File: src/rtl/fir_band_scheduler.sv
// fir_band_scheduler
// Time-multiplexed 4-band FIR controller. Each accepted 10-bit sign-magnitude
// sample is pushed into a circular history. One shared multiply-accumulate is
// then run over TAPS taps for each band in turn. Coefficients are read from an
// external zero-latency ROM addressed by {band, tap}.
//
// Ports
//   clk, rst        clock (rising edge) and asynchronous active-high reset
//   sample_in       sample, sign-magnitude (bit 9 sign, 8:0 magnitude/512)
//   sample_valid    sample_in valid this cycle
//   coef_addr       {band[1:0], tap[4:0]} to coefficient ROM
//   coef_data       sign-magnitude coefficient for coef_addr
//   busy            engine is sequencing (state != IDLE)
//   band_out        filtered result, sign-magnitude, saturated
//   band_id         band of band_out
//   band_valid      one-cycle pulse qualifying band_out/band_id
//   overrun         sticky: a sample arrived while busy and was dropped
module fir_band_scheduler #(
    parameter int TAPS  = 30,
    parameter int BANDS = 4,
    parameter int ACC_W = 16
) (
    input  logic       clk,
    input  logic       rst,
    input  logic [9:0] sample_in,
    input  logic       sample_valid,
    output logic [6:0] coef_addr,
    input  logic [9:0] coef_data,
    output logic       busy,
    output logic [9:0] band_out,
    output logic [1:0] band_id,
    output logic       band_valid,
    output logic       overrun
);

    localparam logic [4:0] LAST_TAP  = 5'(TAPS - 1);
    localparam logic [1:0] LAST_BAND = 2'(BANDS - 1);

    typedef enum logic [1:0] {S_IDLE, S_MAC, S_OUT} state_t;

    state_t                   state_q, state_d;
    logic [9:0]               hist_q [TAPS];
    logic [9:0]               hist_d [TAPS];
    logic [4:0]               wr_ptr_q, wr_ptr_d;
    logic [4:0]               rd_ptr_q, rd_ptr_d;
    logic [4:0]               tap_q, tap_d;
    logic [1:0]               band_q, band_d;
    logic signed [ACC_W-1:0]  acc_q, acc_d;
    logic [9:0]               band_out_q, band_out_d;
    logic [1:0]               band_id_q, band_id_d;
    logic                     band_valid_q, band_valid_d;
    logic                     overrun_q, overrun_d;

    logic [9:0]               sample_cur;
    logic [17:0]              prod_full;
    logic [8:0]               prod_mag;
    logic                     prod_neg;
    logic signed [ACC_W-1:0]  prod_ext;
    logic signed [ACC_W-1:0]  acc_sum;
    logic [ACC_W-1:0]         acc_abs;
    logic [8:0]               out_mag;
    logic [9:0]               out_word;
    logic [4:0]               newest;

    // Shared MAC datapath and sign-magnitude output conversion.
    always_comb begin
        sample_cur = hist_q[rd_ptr_q];
        prod_full  = coef_data[8:0] * sample_cur[8:0];
        prod_mag   = 9'(prod_full >> 9);
        prod_neg   = coef_data[9] ^ sample_cur[9];
        // A zero magnitude negates to zero, so negative-zero inputs add nothing.
        prod_ext   = prod_neg ? -$signed(ACC_W'(prod_mag)) : $signed(ACC_W'(prod_mag));
        acc_sum    = acc_q + prod_ext;
        acc_abs    = acc_sum[ACC_W-1] ? ACC_W'(-acc_sum) : ACC_W'(acc_sum);
        out_mag    = (acc_abs > ACC_W'(511)) ? 9'h1FF : acc_abs[8:0];
        // Sign only on a non-zero magnitude: never emit negative zero.
        out_word   = {acc_sum[ACC_W-1] && (out_mag != 9'd0), out_mag};
        newest     = (wr_ptr_q == 5'd0) ? LAST_TAP : wr_ptr_q - 5'd1;
    end

    always_comb begin
        state_d      = state_q;
        hist_d       = hist_q;
        wr_ptr_d     = wr_ptr_q;
        rd_ptr_d     = rd_ptr_q;
        tap_d        = tap_q;
        band_d       = band_q;
        acc_d        = acc_q;
        band_out_d   = band_out_q;
        band_id_d    = band_id_q;
        band_valid_d = 1'b0;
        overrun_d    = overrun_q | (sample_valid && (state_q != S_IDLE));

        case (state_q)
            S_IDLE: begin
                if (sample_valid) begin
                    hist_d[wr_ptr_q] = sample_in;
                    rd_ptr_d         = wr_ptr_q;
                    wr_ptr_d         = (wr_ptr_q == LAST_TAP) ? 5'd0 : wr_ptr_q + 5'd1;
                    band_d           = 2'd0;
                    tap_d            = 5'd0;
                    acc_d            = '0;
                    state_d          = S_MAC;
                end
            end
            S_MAC: begin
                acc_d    = acc_sum;
                tap_d    = tap_q + 5'd1;
                rd_ptr_d = (rd_ptr_q == 5'd0) ? LAST_TAP : rd_ptr_q - 5'd1;
                if (tap_q == LAST_TAP) begin
                    band_out_d   = out_word;
                    band_id_d    = band_q;
                    band_valid_d = 1'b1;
                    state_d      = S_OUT;
                end
            end
            S_OUT: begin
                acc_d    = '0;
                tap_d    = 5'd0;
                rd_ptr_d = newest;
                if (band_q == LAST_BAND) begin
                    state_d = S_IDLE;
                end else begin
                    band_d  = band_q + 2'd1;
                    state_d = S_MAC;
                end
            end
            default: state_d = S_IDLE;
        endcase
    end

    always_ff @(posedge clk or posedge rst) begin
        if (rst) begin
            state_q      <= S_IDLE;
            hist_q       <= '{default: '0};
            wr_ptr_q     <= '0;
            rd_ptr_q     <= '0;
            tap_q        <= '0;
            band_q       <= '0;
            acc_q        <= '0;
            band_out_q   <= '0;
            band_id_q    <= '0;
            band_valid_q <= 1'b0;
            overrun_q    <= 1'b0;
        end else begin
            state_q      <= state_d;
            hist_q       <= hist_d;
            wr_ptr_q     <= wr_ptr_d;
            rd_ptr_q     <= rd_ptr_d;
            tap_q        <= tap_d;
            band_q       <= band_d;
            acc_q        <= acc_d;
            band_out_q   <= band_out_d;
            band_id_q    <= band_id_d;
            band_valid_q <= band_valid_d;
            overrun_q    <= overrun_d;
        end
    end

    assign coef_addr  = {band_q, tap_q};
    assign busy       = (state_q != S_IDLE);
    assign band_out   = band_out_q;
    assign band_id    = band_id_q;
    assign band_valid = band_valid_q;
    assign overrun    = overrun_q;

endmodule

File: config.mk
export PLATFORM = sky130hd
export DESIGN_NAME = fir_band_scheduler
export DESIGN_NICKNAME = d
export VERILOG_FILES = /design/src/rtl/fir_band_scheduler.sv
export SDC_FILE = /design/constraint.sdc
export NUM_CORES = 1
export LEC_CHECK = 0
export BUFFER_PORTS_ARGS = -buffer_cell sky130_fd_sc_hd__buf_2
export CAP_MARGIN = 5
export CORE_AREA = 2 2 222 224
export CTS_BUF_LIST = sky130_fd_sc_hd__clkbuf_4 sky130_fd_sc_hd__clkbuf_8
export CTS_CLUSTER_DIAMETER = 50
export DETAILED_ROUTE_END_ITERATION = 10
export DIE_AREA = 0 0 224 226
export GPL_TIMING_DRIVEN = 0
export PLACE_DENSITY = 0.67
export SLEW_MARGIN = 5
export SYNTH_ARGS = -nofsm -noshare
export SYNTH_HDL_FRONTEND = slang
export SYNTH_SLANG_ARGS = --single-unit
File: constraint.sdc
create_clock -name clk -period 24 [get_ports clk]
set_clock_uncertainty 0.15 [all_clocks]
set_input_delay 4.8 -clock clk [delete_from_list [all_inputs] [get_ports clk]]
set_output_delay 4.8 -clock clk [all_outputs]
set_load 0.005 [all_outputs]
==> flow_summary.json, run 1 <==
{
  "status": "completed",
  "hpwlAfterDp_mm": 35.53,
  "gp_congestion": 0.8614,
  "synth_area_um2": 20130,
  "die_w_um": 224,
  "fillers": 4265,
  "crit_slowest_cell": "o21ai_1",
  "layout-drive-gt1-share": 0.3171,
  "die-height_um": 226,
  "tightest_slew_ns": 1.377,
  "cts-root-buf": "clkbuf_8",
  "antenna_found_initial": 0,
  "dieArea_um2": 50620,
  "htreeDepth": 2,
  "drt_iter0_drc": 870,
  "synth_edf_count": 0,
  "overflow": 0,
  "cp.arrival_ns": 13.63,
  "synthCells": 1619,
  "max-clock-path-buffers": 3,
  "clk_latency_ns": 0.67,
  "num_vias": 13450,
  "max_freq_mhz": 75.30,
  "crit_fanout": 10,
  "critPathKind": "flop to flop",
  "synth.yosys.seq_area_share": 0.4339,
  "slew_viol_final": 0,
  "fin_crit_sh": 0.5534,
  "numPortBuffers": 34,
  "grt_start_max_net_pins": 118,
  "setup_viol": 0,
  "cts_setup_buffers": 0,
  "async_flop_share": 1.000,
  "routedWlPerCell_um": 20.60,
  "core_um2": 48340,
  "avgSynthCellArea_um2": 12.43,
  "numCtsBuffers": 60,
  "hold_viol_final": 0,
  "cp.required_ns": 24.35,
  "hp-class": "flop to flop",
  "cts_hold_buf": 0,
  "maxCapViolCount": 0,
  "synth-main-ff-cell": "dfrtp_1",
  "start_util": 0.4163,
  "io_pins": 45,
  "vias_per_cell": 5.640,
  "maxSlewHeadroom": 0.07837,
  "nets": 1857,
  "end_kind": "flop",
  "diodes": 0,
  "utilization": 0.4655,
  "rows": 81,
  "cts_resized": 0,
  "setup_tns_ns": 0,
  "drt_pass1_iterations": 5,
  "path_common_cell": "fa_1",
  "grt_pass1_vias": 14220,
  "tritoncts": "yes",
  "synth_nets": 1756,
  "drc": 0,
  "rsz0062_at_grt": "no",
  "clkTransAtPathRegs_ns": 0.06,
  "area_delta_synth_final_pct": 11.81,
  "grt_pass1_wl_mm": 78.85,
  "grtUsageTotal": 0.2005,
  "ys_ff_latch": 349,
  "period_minus_slack_ns": 13.28,
  "cts.sinks": 349,
  "max_stage_delay_ns": 0.88,
  "wirelength_mm": 49.14,
  "synth_cell_type_count": 81,
  "hold_slack_ns": 0.3049,
  "yosysWarnings": 0,
  "critPathLaunchType": "flop",
  "antenna_left": 0
}
cell usage in the layout, fill, tap and decap left out, types with 26 or more instances in the layout:
cell	instances
clkbuf_8	79
xnor2_1	26
nor2_1	64
dfrtp_1	349
ha_1	64
buf_2	39
mux2_2	303
mux4_2	74
nand2_1	104
mux2i_1	32
inv_1	98
fa_1	50
nor2b_1	44
a21oi_1	39
clkbuf_1	59
o21ai_0	33
cell families after synthesis:
| family | Yosys count | synth area share |
|---|---|---|
| fa+ha+maj | 114 | 0.08952 |
| xor+xnor | 40 | 0.01741 |
| buf+inv | 183 | 0.03693 |
| simple gates | 323 | 0.07988 |
| compound gates | 199 | 0.07298 |
| flops | 349 | 0.4339 |
| mux | 411 | 0.2694 |
registers in the layout, summed over array words and instances, names as in the netlist:
signal and cells:
band_q 2, hist_q 300, rd_ptr_q 5, wr_ptr_q 5
acc_q 16, overrun 1, tap_q 5, band_out 10
band_id 2, band_valid 1, state_q 2
synth_stat cells, types with 4 or more instances:
| cell | instances | area (um^2) |
|---|---|---|
| a21o_1 | 13 | 97.59 |
| a21oi_1 | 39 | 195.2 |
| a21oi_2 | 8 | 70.07 |
| a22o_1 | 13 | 113.9 |
| a311oi_1 | 4 | 35.03 |
| a31oi_1 | 19 | 118.9 |
| and2_1 | 8 | 50.05 |
| and3_1 | 8 | 50.05 |
| buf_1 | 12 | 45.04 |
| buf_2 | 5 | 25.02 |
| clkbuf_1 | 59 | 221.5 |
| dfrtp_1 | 349 | 8733 |
| fa_1 | 50 | 1001 |
| ha_1 | 64 | 800.8 |
| inv_1 | 99 | 371.6 |
| mux2_2 | 303 | 3412 |
| mux2i_1 | 32 | 320.3 |
| mux4_2 | 74 | 1667 |
| nand2_1 | 104 | 390.4 |
| nand2b_1 | 24 | 150.1 |
| nand3_1 | 13 | 65.06 |
| nand3b_1 | 6 | 45.04 |
| nand4_1 | 7 | 43.79 |
| nor2_1 | 64 | 240.2 |
| nor2b_1 | 44 | 275.3 |
| nor3_1 | 20 | 100.1 |
| o211ai_1 | 6 | 45.04 |
| o21a_1 | 7 | 52.55 |
| o21ai_0 | 33 | 165.2 |
| o22ai_1 | 4 | 25.02 |
| o31ai_1 | 7 | 52.55 |
| or2_2 | 4 | 25.02 |
| or3_1 | 5 | 31.28 |
| xnor2_1 | 26 | 227.7 |
| xor2_1 | 14 | 122.6 |
worst max-delay path, delay by kind of cell (launching register included):
kind / cells / cell delay [ns]
XOR/XNOR: 1 / 0.19
AO/OA/AOI/OAI: 11 / 3.57
flip-flops: 1 / 0.53
AND/OR/NAND/NOR: 9 / 2.49
buffers and inverters: 7 / 2.63
adder cells (fa/ha/maj): 6 / 2.65
multiplexers: 2 / 0.90
worst paths after layout:
path	slack (ns)	cells after the start	from	to
max in group asynchronous	17.97	5	rst	hist_q[259]$_DFFE_PP0P_
max reg2reg	10.72	36	rd_ptr_q[1]$_DFFE_PP0P_	band_out[9]$_DFFE_PP0P_
min in group asynchronous	3.94	2	rst	band_id[1]$_DFFE_PP0P_
min	0.30	1	overrun$_DFF_PP0_	overrun$_DFF_PP0_
max	10.72	36	rd_ptr_q[1]$_DFFE_PP0P_	band_out[9]$_DFFE_PP0P_
min reg2reg	0.30	1	overrun$_DFF_PP0_	overrun$_DFF_PP0_
final cells by class:
type | instances | area (um^2) | area share
clock buffers | 98 | 1230 | 0.05465
flip-flops and latches | 349 | 8733 | 0.3881
repair buffers | 39 | 275.3 | 0.01223
multi-input cells | 1087 | 10650 | 0.4733
well taps | 622 | 778.2 | 0.03458
inverters | 102 | 390.4 | 0.01735
plain buffers | 81 | 360.3 | 0.01601
clock inverters | 7 | 86.33 | 0.003836
layer usage:
layer | wire length, um | up-vias | GRT usage
met4 | 1523 | 0 | 0.07333
met1 | 20690 | 7046 | 0.2534
li1 | - | 6024 | -
met2 | 24530 | 293 | 0.3411
met3 | 2406 | 89 | 0.04072
met5 | 0 | - | 0
metrics by stage:
stage          instances  area [um^2]  worst slack (ns)
2_1_floorplan       1619        20130             9.372
3_3_place_gp        2275        21080             6.090
3_5_place_dp        2278        21170             10.22
4_1_cts             2383        22480             10.64
5_1_grt             2385        22500             9.830
6_report            2385        22500             10.72
Power of run 1 is left out: the tool's default activity adds up to more than one toggle a clock period on the data nets, which glitch-free logic cannot reach.
==> run 2: changes to the inputs <==
==> constraint.sdc (replaced) <==
create_clock -name clk -period 13.6 [get_ports clk]
set_clock_uncertainty 0.15 [all_clocks]
set_input_delay 2.72 -clock clk [delete_from_list [all_inputs] [get_ports clk]]
set_output_delay 2.72 -clock clk [all_outputs]
set_load 0.005 [all_outputs]
==> flow_summary.json, run 2 (synthesized netlist as in run 1, its figures left out) <==
{
  "crit_slowest_cell": "clkdlybuf4s15_1",
  "area_delta_synth_final_pct": 11.97,
  "hp-class": "flop to flop",
  "layout-drive-gt1-share": 0.3216,
  "grt_start_max_net_pins": 118,
  "numPortBuffers": 34,
  "cts_setup_buffers": 0,
  "antenna_found_initial": 0,
  "fillers": 4267,
  "grt_util_met1": 0.2534,
  "nets": 1857,
  "grt-busiest-layer": "met2",
  "drt_iter0_drc": 742,
  "status": "completed",
  "grtUsageTotal": 0.2005,
  "largest-register": "hist_q",
  "met2_usage": 0.3411,
  "setup_viol": 0,
  "num_vias": 13460,
  "wirelength_mm": 49.24,
  "diodes": 0,
  "hpwlAfterDp_mm": 35.53,
  "rows": 81,
  "hold_slack_ns": 0.3048,
  "drc": 0,
  "clkTransAtPathRegs_ns": 0.06,
  "max-clock-path-buffers": 3,
  "cts_hold_buf": 0,
  "period_minus_slack_ns": 12.75,
  "die-height_um": 226,
  "io_pins": 45,
  "critPathLaunchType": "flop",
  "grt_pass1_wl_mm": 78.85,
  "drt_pass1_iterations": 5,
  "whs_path_depth": 1,
  "largest_register_ff_count": 300,
  "cts-root-buf": "clkbuf_8",
  "die_w_um": 224,
  "routedWlPerCell_um": 20.64,
  "dieArea_um2": 50620,
  "hold_viol_final": 0,
  "regToRegEndpoint": "band_out[9]$_DFFE_PP0P_",
  "r2r-start": "rd_ptr_q[1]$_DFFE_PP0P_",
  "max_stage_delay_ns": 0.72,
  "overflow": 0,
  "antenna_left": 0,
  "gp_congestion": 0.8614,
  "vias_per_cell": 5.644,
  "fin_area_um2": 22540,
  "clk_latency_ns": 0.67,
  "fin_crit_sh": 0.9377,
  "numCtsBuffers": 60,
  "tritoncts": "yes",
  "maxSlewHeadroom": 0.05779,
  "htreeDepth": 2,
  "slew_viol_final": 0,
  "final_common_cell": "dfrtp_1",
  "crit_fanout": 10,
  "holdPathEnd": "overrun$_DFF_PP0_",
  "maxCapViolCount": 0,
  "critPathKind": "flop to flop",
  "end_kind": "flop",
  "grt_pass1_vias": 14220,
  "max_freq_mhz": 78.42,
  "core_um2": 48340,
  "cts.sinks": 349,
  "placed_cell_area_um2": 21170,
  "hold_start": "overrun$_DFF_PP0_",
  "cp.arrival_ns": 13.11,
  "cp.required_ns": 13.95,
  "final_cell_mix": "dfrtp_1 (349), mux2_2 (303), nand2_1 (104)",
  "tightest_slew_ns": 1.408,
  "met3_usage": 0.04072,
  "worst-r2r-cell-count": 38,
  "ff2ff_setup_slack_ns": 0.85,
  "rsz0062_at_grt": "no",
  "start_util": 0.4163
}
[run 2: cell types whose count changed in the layout (fill, tap and decap cells not counted), sizes merged]
cell / change
buf: -2
clkdlybuf4s15: +2
[run 2: per-layer routing]
layer  share of wire  vias to the layer above
li1                -                     6025
met1            0.43                     7063
met2            0.50                      277
met3           0.046                       95
met4           0.031                        0
met5               0                        -
[run 2: final cells by class]
cell class	instances	area, um^2	share of cell area
timing repair buffer	39	275.3	0.01221
sequential	349	8733	0.3875
multi-input combinational	1087	10660	0.4732
buffer	81	379.1	0.01682
inverter	102	390.4	0.01732
clock inverter	7	86.33	0.003831
clock buffer	98	1230	0.05457
tap	622	778.2	0.03453
[run 2: worst max-delay path: cells and delay by family, from the launching register on]
kind	cells	cell delay [ns]
AO/OA/AOI/OAI	12	3.48
adder cells (fa/ha/maj)	6	2.69
AND/OR/NAND/NOR	9	2.43
buffers and inverters	8	2.24
multiplexers	2	0.87
flip-flops	1	0.53
XOR/XNOR	1	0.19
[run 2: worst max-delay path by stage]
stage,startpoint,slack [ns],end
3_3_place_gp,rst,-2.23,hist_q[104]$_DFFE_PP0P_
2_1_floorplan,rst,1.05,acc_q[0]$_DFFE_PP0P_
4_1_cts,rd_ptr_q[0]$_DFFE_PP0P_,0.24,band_out[9]$_DFFE_PP0P_
5_1_grt,rd_ptr_q[1]$_DFFE_PP0P_,0.09,band_out[6]$_DFFE_PP0P_
3_5_place_dp,rd_ptr_q[0]$_DFFE_PP0P_,0.30,band_out[9]$_DFFE_PP0P_
6_report,rd_ptr_q[1]$_DFFE_PP0P_,0.85,band_out[9]$_DFFE_PP0P_
[run 2: metrics by stage]
stage	setup slack [ns]	cells	TNS [ns]	util
after floorplan	1.052	1619	0	-
after global placement	-2.230	2275	-761.08	0.4360
after detailed placement	0.2960	2278	0	0.4378
after CTS	0.2368	2383	0	0.4650
after global routing	0.09011	2385	0	0.4662
final	0.8478	2385	0	0.4662
[run 2: repair_timing]
item / 4_1_cts / 5_1_grt
hold endpoints to repair: 0 / 0
setup endpoints to repair: 0 / 10
gates resized for setup: 0 / 19
Power of run 2 is left out for the same reason.
